`config.mk`:
```
export PLATFORM = sky130hd
export DESIGN_NAME = mac_dot_arbiter
export DESIGN_NICKNAME = d
export VERILOG_FILES = /design/src/rtl/mac_dot_arbiter.sv
export SDC_FILE = /design/constraint.sdc
export NUM_CORES = 1
export LEC_CHECK = 0
export CORE_MARGIN = 3
export CORE_UTILIZATION = 38
export DETAILED_ROUTE_END_ITERATION = 12
export GPL_TIMING_DRIVEN = 1
export PLACE_DENSITY = 0.88
export REMOVE_ABC_BUFFERS = 1
export SYNTH_ARGS = -nofsm -noshare
export SYNTH_HDL_FRONTEND = slang
export SYNTH_SLANG_ARGS = --single-unit
```
`constraint.sdc`:
```
create_clock -name clk -period 2.5 [get_ports clk]
set_input_delay 0.25 -clock clk [delete_from_list [all_inputs] [get_ports clk]]
set_output_delay 0.25 -clock clk [all_outputs]
set_load 0.05 [all_outputs]
```
`src/rtl/mac_dot_arbiter.sv`:
```
// mac_dot_arbiter
// Shares one signed 8x8->16 multiply-accumulate unit between two streaming
// requesters. Each grant covers one full dot product of VEC_LEN element pairs:
// the MAC is cleared, operands are forwarded with a valid/ready handshake, the
// MAC pipeline is drained and the accumulator is returned tagged with the
// owning requester.
//
// Build option: MAC_DOT_ARB_FIXED_PRIO_EN
//   defined   - requester 0 always wins ties, no last-granted pointer.
//   undefined - round-robin on ties (default).
//
// state   | meaning
// --------+-----------------------------------------------------------
// S_IDLE  | waiting for a request; grant is chosen and registered here
// S_CLEAR | one-cycle MAC clear, both readies low
// S_FEED  | granted requester streams operand pairs into the MAC
// S_DRAIN | all pairs accepted, waiting for the MAC to finish accumulating

module mac_dot_arbiter #(
    parameter int VEC_LEN = 4
) (
    input  logic        clk,
    input  logic        reset,

    input  logic        req0_valid_i,
    input  logic [7:0]  req0_a_i,
    input  logic [7:0]  req0_b_i,
    output logic        req0_ready_o,

    input  logic        req1_valid_i,
    input  logic [7:0]  req1_a_i,
    input  logic [7:0]  req1_b_i,
    output logic        req1_ready_o,

    output logic        mac_clr_o,
    output logic [7:0]  mac_a_o,
    output logic [7:0]  mac_b_o,
    output logic        mac_valid_in_o,
    input  logic [15:0] mac_f_i,
    input  logic        mac_valid_out_i,

    output logic [15:0] res_f_o,
    output logic        res_id_o,
    output logic        res_valid_o
);

    localparam int CW = $clog2(VEC_LEN + 1);
    localparam logic [CW-1:0] LAST_IDX = CW'(VEC_LEN - 1);

    typedef enum logic [1:0] {
        S_IDLE  = 2'd0,
        S_CLEAR = 2'd1,
        S_FEED  = 2'd2,
        S_DRAIN = 2'd3
    } state_t;

    state_t         state_q, state_d;
    logic           grant_q, grant_d;
    logic [CW-1:0]  in_cnt_q, in_cnt_d;
    logic [CW-1:0]  out_cnt_q, out_cnt_d;
    logic [15:0]    res_f_q, res_f_d;
    logic           res_id_q, res_id_d;
    logic           res_valid_q, res_valid_d;

    logic           grant_pick;
    logic           sel_valid;
    logic           done;

`ifdef MAC_DOT_ARB_FIXED_PRIO_EN
    // Requester 0 wins whenever it is asking; requester 1 only gets idle slots.
    always_comb begin
        grant_pick = ~req0_valid_i;
    end
`else
    logic last_q, last_d;

    // On a tie, grant the requester that was not served last.
    always_comb begin
        if (req0_valid_i && req1_valid_i) begin
            grant_pick = ~last_q;
        end else begin
            grant_pick = req1_valid_i & ~req0_valid_i;
        end
        last_d = done ? grant_q : last_q;
    end

    // Last-granted pointer; starts at 1 so requester 0 wins the first tie.
    always_ff @(posedge clk) begin
        if (reset) begin
            last_q <= 1'b1;
        end else begin
            last_q <= last_d;
        end
    end
`endif

    assign sel_valid = grant_q ? req1_valid_i : req0_valid_i;

    // Next-state, counter and datapath steering logic.
    always_comb begin
        state_d        = state_q;
        grant_d        = grant_q;
        in_cnt_d       = in_cnt_q;
        out_cnt_d      = out_cnt_q;
        res_f_d        = res_f_q;
        res_id_d       = res_id_q;
        res_valid_d    = 1'b0;
        done           = 1'b0;
        mac_clr_o      = 1'b0;
        req0_ready_o   = 1'b0;
        req1_ready_o   = 1'b0;
        mac_a_o        = 8'd0;
        mac_b_o        = 8'd0;
        mac_valid_in_o = 1'b0;

        case (state_q)
            S_IDLE: begin
                if (req0_valid_i || req1_valid_i) begin
                    grant_d   = grant_pick;
                    in_cnt_d  = '0;
                    out_cnt_d = '0;
                    state_d   = S_CLEAR;
                end
            end
            S_CLEAR: begin
                mac_clr_o = 1'b1;
                state_d   = S_FEED;
            end
            S_FEED: begin
                req0_ready_o   = ~grant_q;
                req1_ready_o   = grant_q;
                mac_a_o        = grant_q ? req1_a_i : req0_a_i;
                mac_b_o        = grant_q ? req1_b_i : req0_b_i;
                mac_valid_in_o = sel_valid;
                if (sel_valid) begin
                    in_cnt_d = in_cnt_q + CW'(1);
                    if (in_cnt_q == LAST_IDX) begin
                        state_d = S_DRAIN;
                    end
                end
            end
            S_DRAIN: begin
                state_d = S_DRAIN;
            end
            default: begin
                state_d = S_IDLE;
            end
        endcase

        // MAC completions only count once operands can be in flight.
        if ((state_q == S_FEED || state_q == S_DRAIN) && mac_valid_out_i) begin
            if (out_cnt_q == LAST_IDX) begin
                done        = 1'b1;
                res_f_d     = mac_f_i;
                res_id_d    = grant_q;
                res_valid_d = 1'b1;
                out_cnt_d   = out_cnt_q + CW'(1);
                state_d     = S_IDLE;
            end else begin
                out_cnt_d = out_cnt_q + CW'(1);
            end
        end
    end

    // State, counters and result registers.
    always_ff @(posedge clk) begin
        if (reset) begin
            state_q     <= S_IDLE;
            grant_q     <= 1'b0;
            in_cnt_q    <= '0;
            out_cnt_q   <= '0;
            res_f_q     <= 16'd0;
            res_id_q    <= 1'b0;
            res_valid_q <= 1'b0;
        end else begin
            state_q     <= state_d;
            grant_q     <= grant_d;
            in_cnt_q    <= in_cnt_d;
            out_cnt_q   <= out_cnt_d;
            res_f_q     <= res_f_d;
            res_id_q    <= res_id_d;
            res_valid_q <= res_valid_d;
        end
    end

    assign res_f_o     = res_f_q;
    assign res_id_o    = res_id_q;
    assign res_valid_o = res_valid_q;

endmodule

```
* Yosys cells after proc, flatten, opt, wreduce, memory -nomap -nowiden
Cells that the tools add are included.
Storage, ports and cells: input bits 53, output and inout port bits 38, register bits 28, word-level logic and storage cells 56
Operators by class: $add $sub $neg 2, mux-type cells 23, reductions and logical operators 12, bitwise operators 4, equality and inequality tests 7
Operators with widths (count):
- 8-bit 2-to-1 mux | 4
- 3-bit 2-to-1 mux | 4
- 2-bit 2-to-1 mux | 5
- 1-bit 2-to-1 mux | 8
- 2-bit case mux with 4 select lines | 1
- 3-bit by 1-bit adder with 3-bit output, second input constant | 2
- 3-bit by 2-bit equality test with 1-bit output, second input constant | 2
- 3-bit case mux with 2 select lines | 1
- 2-bit AND reduction | 3
- 2-bit nonzero test | 3
- 2-bit equality test, second input constant | 2
- 2-bit != test, second input constant | 2
- 1-bit inverter | 3
- 3-bit AND reduction | 1
- 2-bit by 1-bit equality test with 1-bit output, second input constant | 1
- 1-bit logical AND | 2
- 2-bit zero test | 1
- 1-bit logical OR | 2
- 1-bit AND | 1

* Depth between registers and ports, before layout
depth in word-level cells 6, depth in mapped cells 6, depth with buffers taken out 5

* Worst setup path after synthesis
No wires, ideal clock.
path kind reg2out, from register state_q[1], to output mac_a_o[1], arrival 1.428 ns, path buffers 1, slack 0.822 ns, stages on the path, launching flop included 4, data required time 2.250 ns, cells stage by stage dfxtp_1 nand2b_1 clkbuf_1 nor2_1
Between the ends: longest elaborated chain between the ends 2
Ends and longest elaborated chain:
- from (decl) | line 57 | state_t state_q, state_d;
- from (signal assigned) | line 176 | state_q <= state_d;
- 2-bit equality test | line 116 | case (state_q)
- 8-bit 2-to-1 mux | line 116
- to (decl) | line 36 | output logic [7:0] mac_a_o,
No other way between the ends.

* Worst setup path in the final report
from register state_q[1], to output mac_clr_o
Between the ends: longest elaborated chain between the ends 2
Ends and longest elaborated chain:
- 2-bit by 1-bit equality test with 1-bit output | line 116
- 1-bit 2-to-1 mux | line 116
- to (decl) | line 35 | output logic mac_clr_o,
No other way between the ends.

==> impl_metrics.tcl <==
set metrics [dict create \
    ctsResizeCount 0 \
    grt_max_degree 23 \
    relSlewSlack_pct 60.8 \
    die-area_um2 4380 \
    clk_latency_ps 320 \
    final_cell_mix "clkdlybuf4s50_1 (71), dfxtp_1 (28), nor2_1 (21), mux2i_1 (17), buf_4 (17)" \
    synth_fa_ha_area_share_pct 3.63 \
    cts_buffer_depth 2 \
    clkTransAtPathRegs_ps 140 \
    slew_violations 0 \
    min_path_cells 1 \
    cts_setup_buffers 0 \
    reg2reg_slack_ps 840 \
    rr_endpoint "state_q[0]$_SDFF_PP0_" \
    setup_viol_count_final 0 \
    io_pins 91 \
    post_synth.cell_area_avg_um2 10.4 \
    htree_num_levels 1 \
    muxShareOfSynthArea_pct 14.0 \
    synth_top_family_by_area "compound AO/OA/AOI/OAI gates" \
    die_x_um 66.2 \
    hpwl_um 2910 \
    clock_sink_count 28 \
    synth_cell_types 35 \
    avgRoutedWirePerCell_um 14.0 \
    power_leakage_nw 0.912 \
    finalWirelength_um 3710 \
    rows 21 \
    hold_path_end "in_cnt_q[1]$_SDFFE_PP0P_" \
    status "finished, final reports clean" \
    grt_usage_pct 17.1 \
    rsz0062_at_grt "false" \
    ant_nets 0 \
    r2r_start "out_cnt_q[0]$_SDFFE_PP0P_" \
    dr.pass1.iters 4 \
    hold_start "in_cnt_q[1]$_SDFFE_PP0P_" \
    crit_fanout 15 \
    grt_pass1_wl_um 5860 \
    peakVddDrop_mv 0.408 \
    netlist_instances 133 \
    die_y_um 66.2 \
    n_antenna_cell 0 \
    synth-compound-area-share_pct 22.2 \
    port_buffers 90 \
    viasPerCell 4.93 \
    synth_ff_type "dfxtp_1" \
    critPathLaunchType "flop" \
    ys_async_sr_fraction_pct 0 \
    gp_congestion 0.791 \
    hold_buffers 0 \
    maxCapViolCount 0 \
    synth-seq-cells 28 \
    min_period_ps 2100 \
    ys_warn_count 0 \
    drt_iter0_drc 83 \
    worst_pin_slew_ps 587 \
    synth_area_um2 1380 \
    tns_ps 0 \
    arrival_ps 1850 \
    end_kind "output pin" \
    final_core_util_pct 68.0 \
    power.density_nw_per_um2 433 \
    place_area_um2 2290 \
    fp.coreArea_um2 3420 \
    fin_crit_sh_pct 84.0 \
    drive_gt1_share_pct 20.1 \
    ys_seq_area_share_pct 40.7 \
    overflow 0 \
    critPathKind "flop to output pin" \
    reg2reg_depth 5 \
    min_path_type "flop to flop" \
    design_area_um2 2320 \
    drcViolationCount 0 \
    fin_skew_ps 1.74 \
    fmax_ghz 0.476 \
    final_common_cell "clkdlybuf4s50_1" \
    required_ps 2250 \
    hold_violations 0 \
    cts_tree "built" \
    vias 1306 \
    synth_edf_count 0 \
    yosys.area_share.simple_pct 13.4 \
    antenna_found_initial 0 \
    cts_buffers 3 \
    initial_utilization_pct 40.3 \
    synth_xor_xnor_area_share_pct 0 \
    synthToLayoutAreaGrowth_pct 68.7 \
    final_nets 277 \
    grt_pass1_vias 1203 \
    cts_root_buffer "clkbuf_4" \
]
## metrics by stage
stage | hold slack (ps) | cells | setup WS (ps) | power (mW)
floorplan | 316 | 123 | 472 | 0.642
global placement | 458 | 261 | 664 | 0.800
detailed placement | 462 | 261 | 605 | 0.803
CTS | 497 | 265 | 382 | 1.01
global route | 485 | 265 | 264 | 1.05
finish | 495 | 265 | 401 | 1.01
## layout make-up
type | count | area [um2]
tap | 46 | 57.6
sequential | 28 | 561
multi-input combinational | 90 | 732
inverter | 5 | 18.8
fill | 298 | 1090
clock buffer | 4 | 36.3
timing repair buffer | 92 | 918
## flip-flops by register name (all words and copies together) (netlist names)
| signal | count |
|---|---|
| last_q | 1 |
| in_cnt_q | 3 |
| res_valid_o | 1 |
| out_cnt_q | 3 |
| res_f_o | 16 |
| state_q | 2 |
| res_id_o | 1 |
| grant_q | 1 |
## critical path, cell delays in order (launching register included)
cell and delay, ps:
dfxtp_1 720, nor2b_1 90, clkdlybuf4s50_1 720
## how the worst max path moves through the flow
stage | end | cells after the start | start | slack, ps
detailed placement | state_q[0]$_SDFF_PP0_ | 4 | reset | 610
global route | mac_b_o[0] | 4 | state_q[1]$_SDFF_PP0_ | 260
CTS | mac_clr_o | 2 | state_q[1]$_SDFF_PP0_ | 380
floorplan | mac_a_o[0] | 2 | state_q[1]$_SDFF_PP0_ | 470
finish | mac_clr_o | 2 | state_q[1]$_SDFF_PP0_ | 400
global placement | state_q[0]$_SDFF_PP0_ | 4 | reset | 660
## Yosys cell counts (2+ instances only)
cell type  number  share of area [%]
nand2b_1        2               0.91
mux2_2          2                1.6
clkbuf_1        2               0.55
a22o_2          9                6.5
inv_1           5                1.4
ha_1            4                3.6
a21oi_1         2               0.73
buf_2           5                1.8
dfxtp_1        28                 41
nor2_1         21                5.7
mux2i_1        17                 12
buf_6           3                2.5
a22o_1         10                6.4
a311oi_1        2                1.3
## routing by layer
layer / GRT usage, % / vias to the layer above / routed length [um]
li1: - / 653 / -
met5: 0 / - / 0
met2: 30.7 / 29 / 2030
met1: 20.9 / 622 / 1500
met3: 4.59 / 2 / 175
met4: 1.52 / 0 / 7
## power breakdown
part / switching (mW) / leakage (nW) / internal, mW
Sequential: 0.0143 / 0.226 / 0.454
Clock: 0.125 / 0.0210 / 0.0890
Combinational: 0.167 / 0.665 / 0.157
Total: 0.306 / 0.912 / 0.700
## cell families after synthesis
family | count (synthesis)
compound gates | 33
fa+ha+maj | 4
buf+inv | 15
flops | 28
mux | 19
simple gates | 34
(Power assumes the default switching activity.)
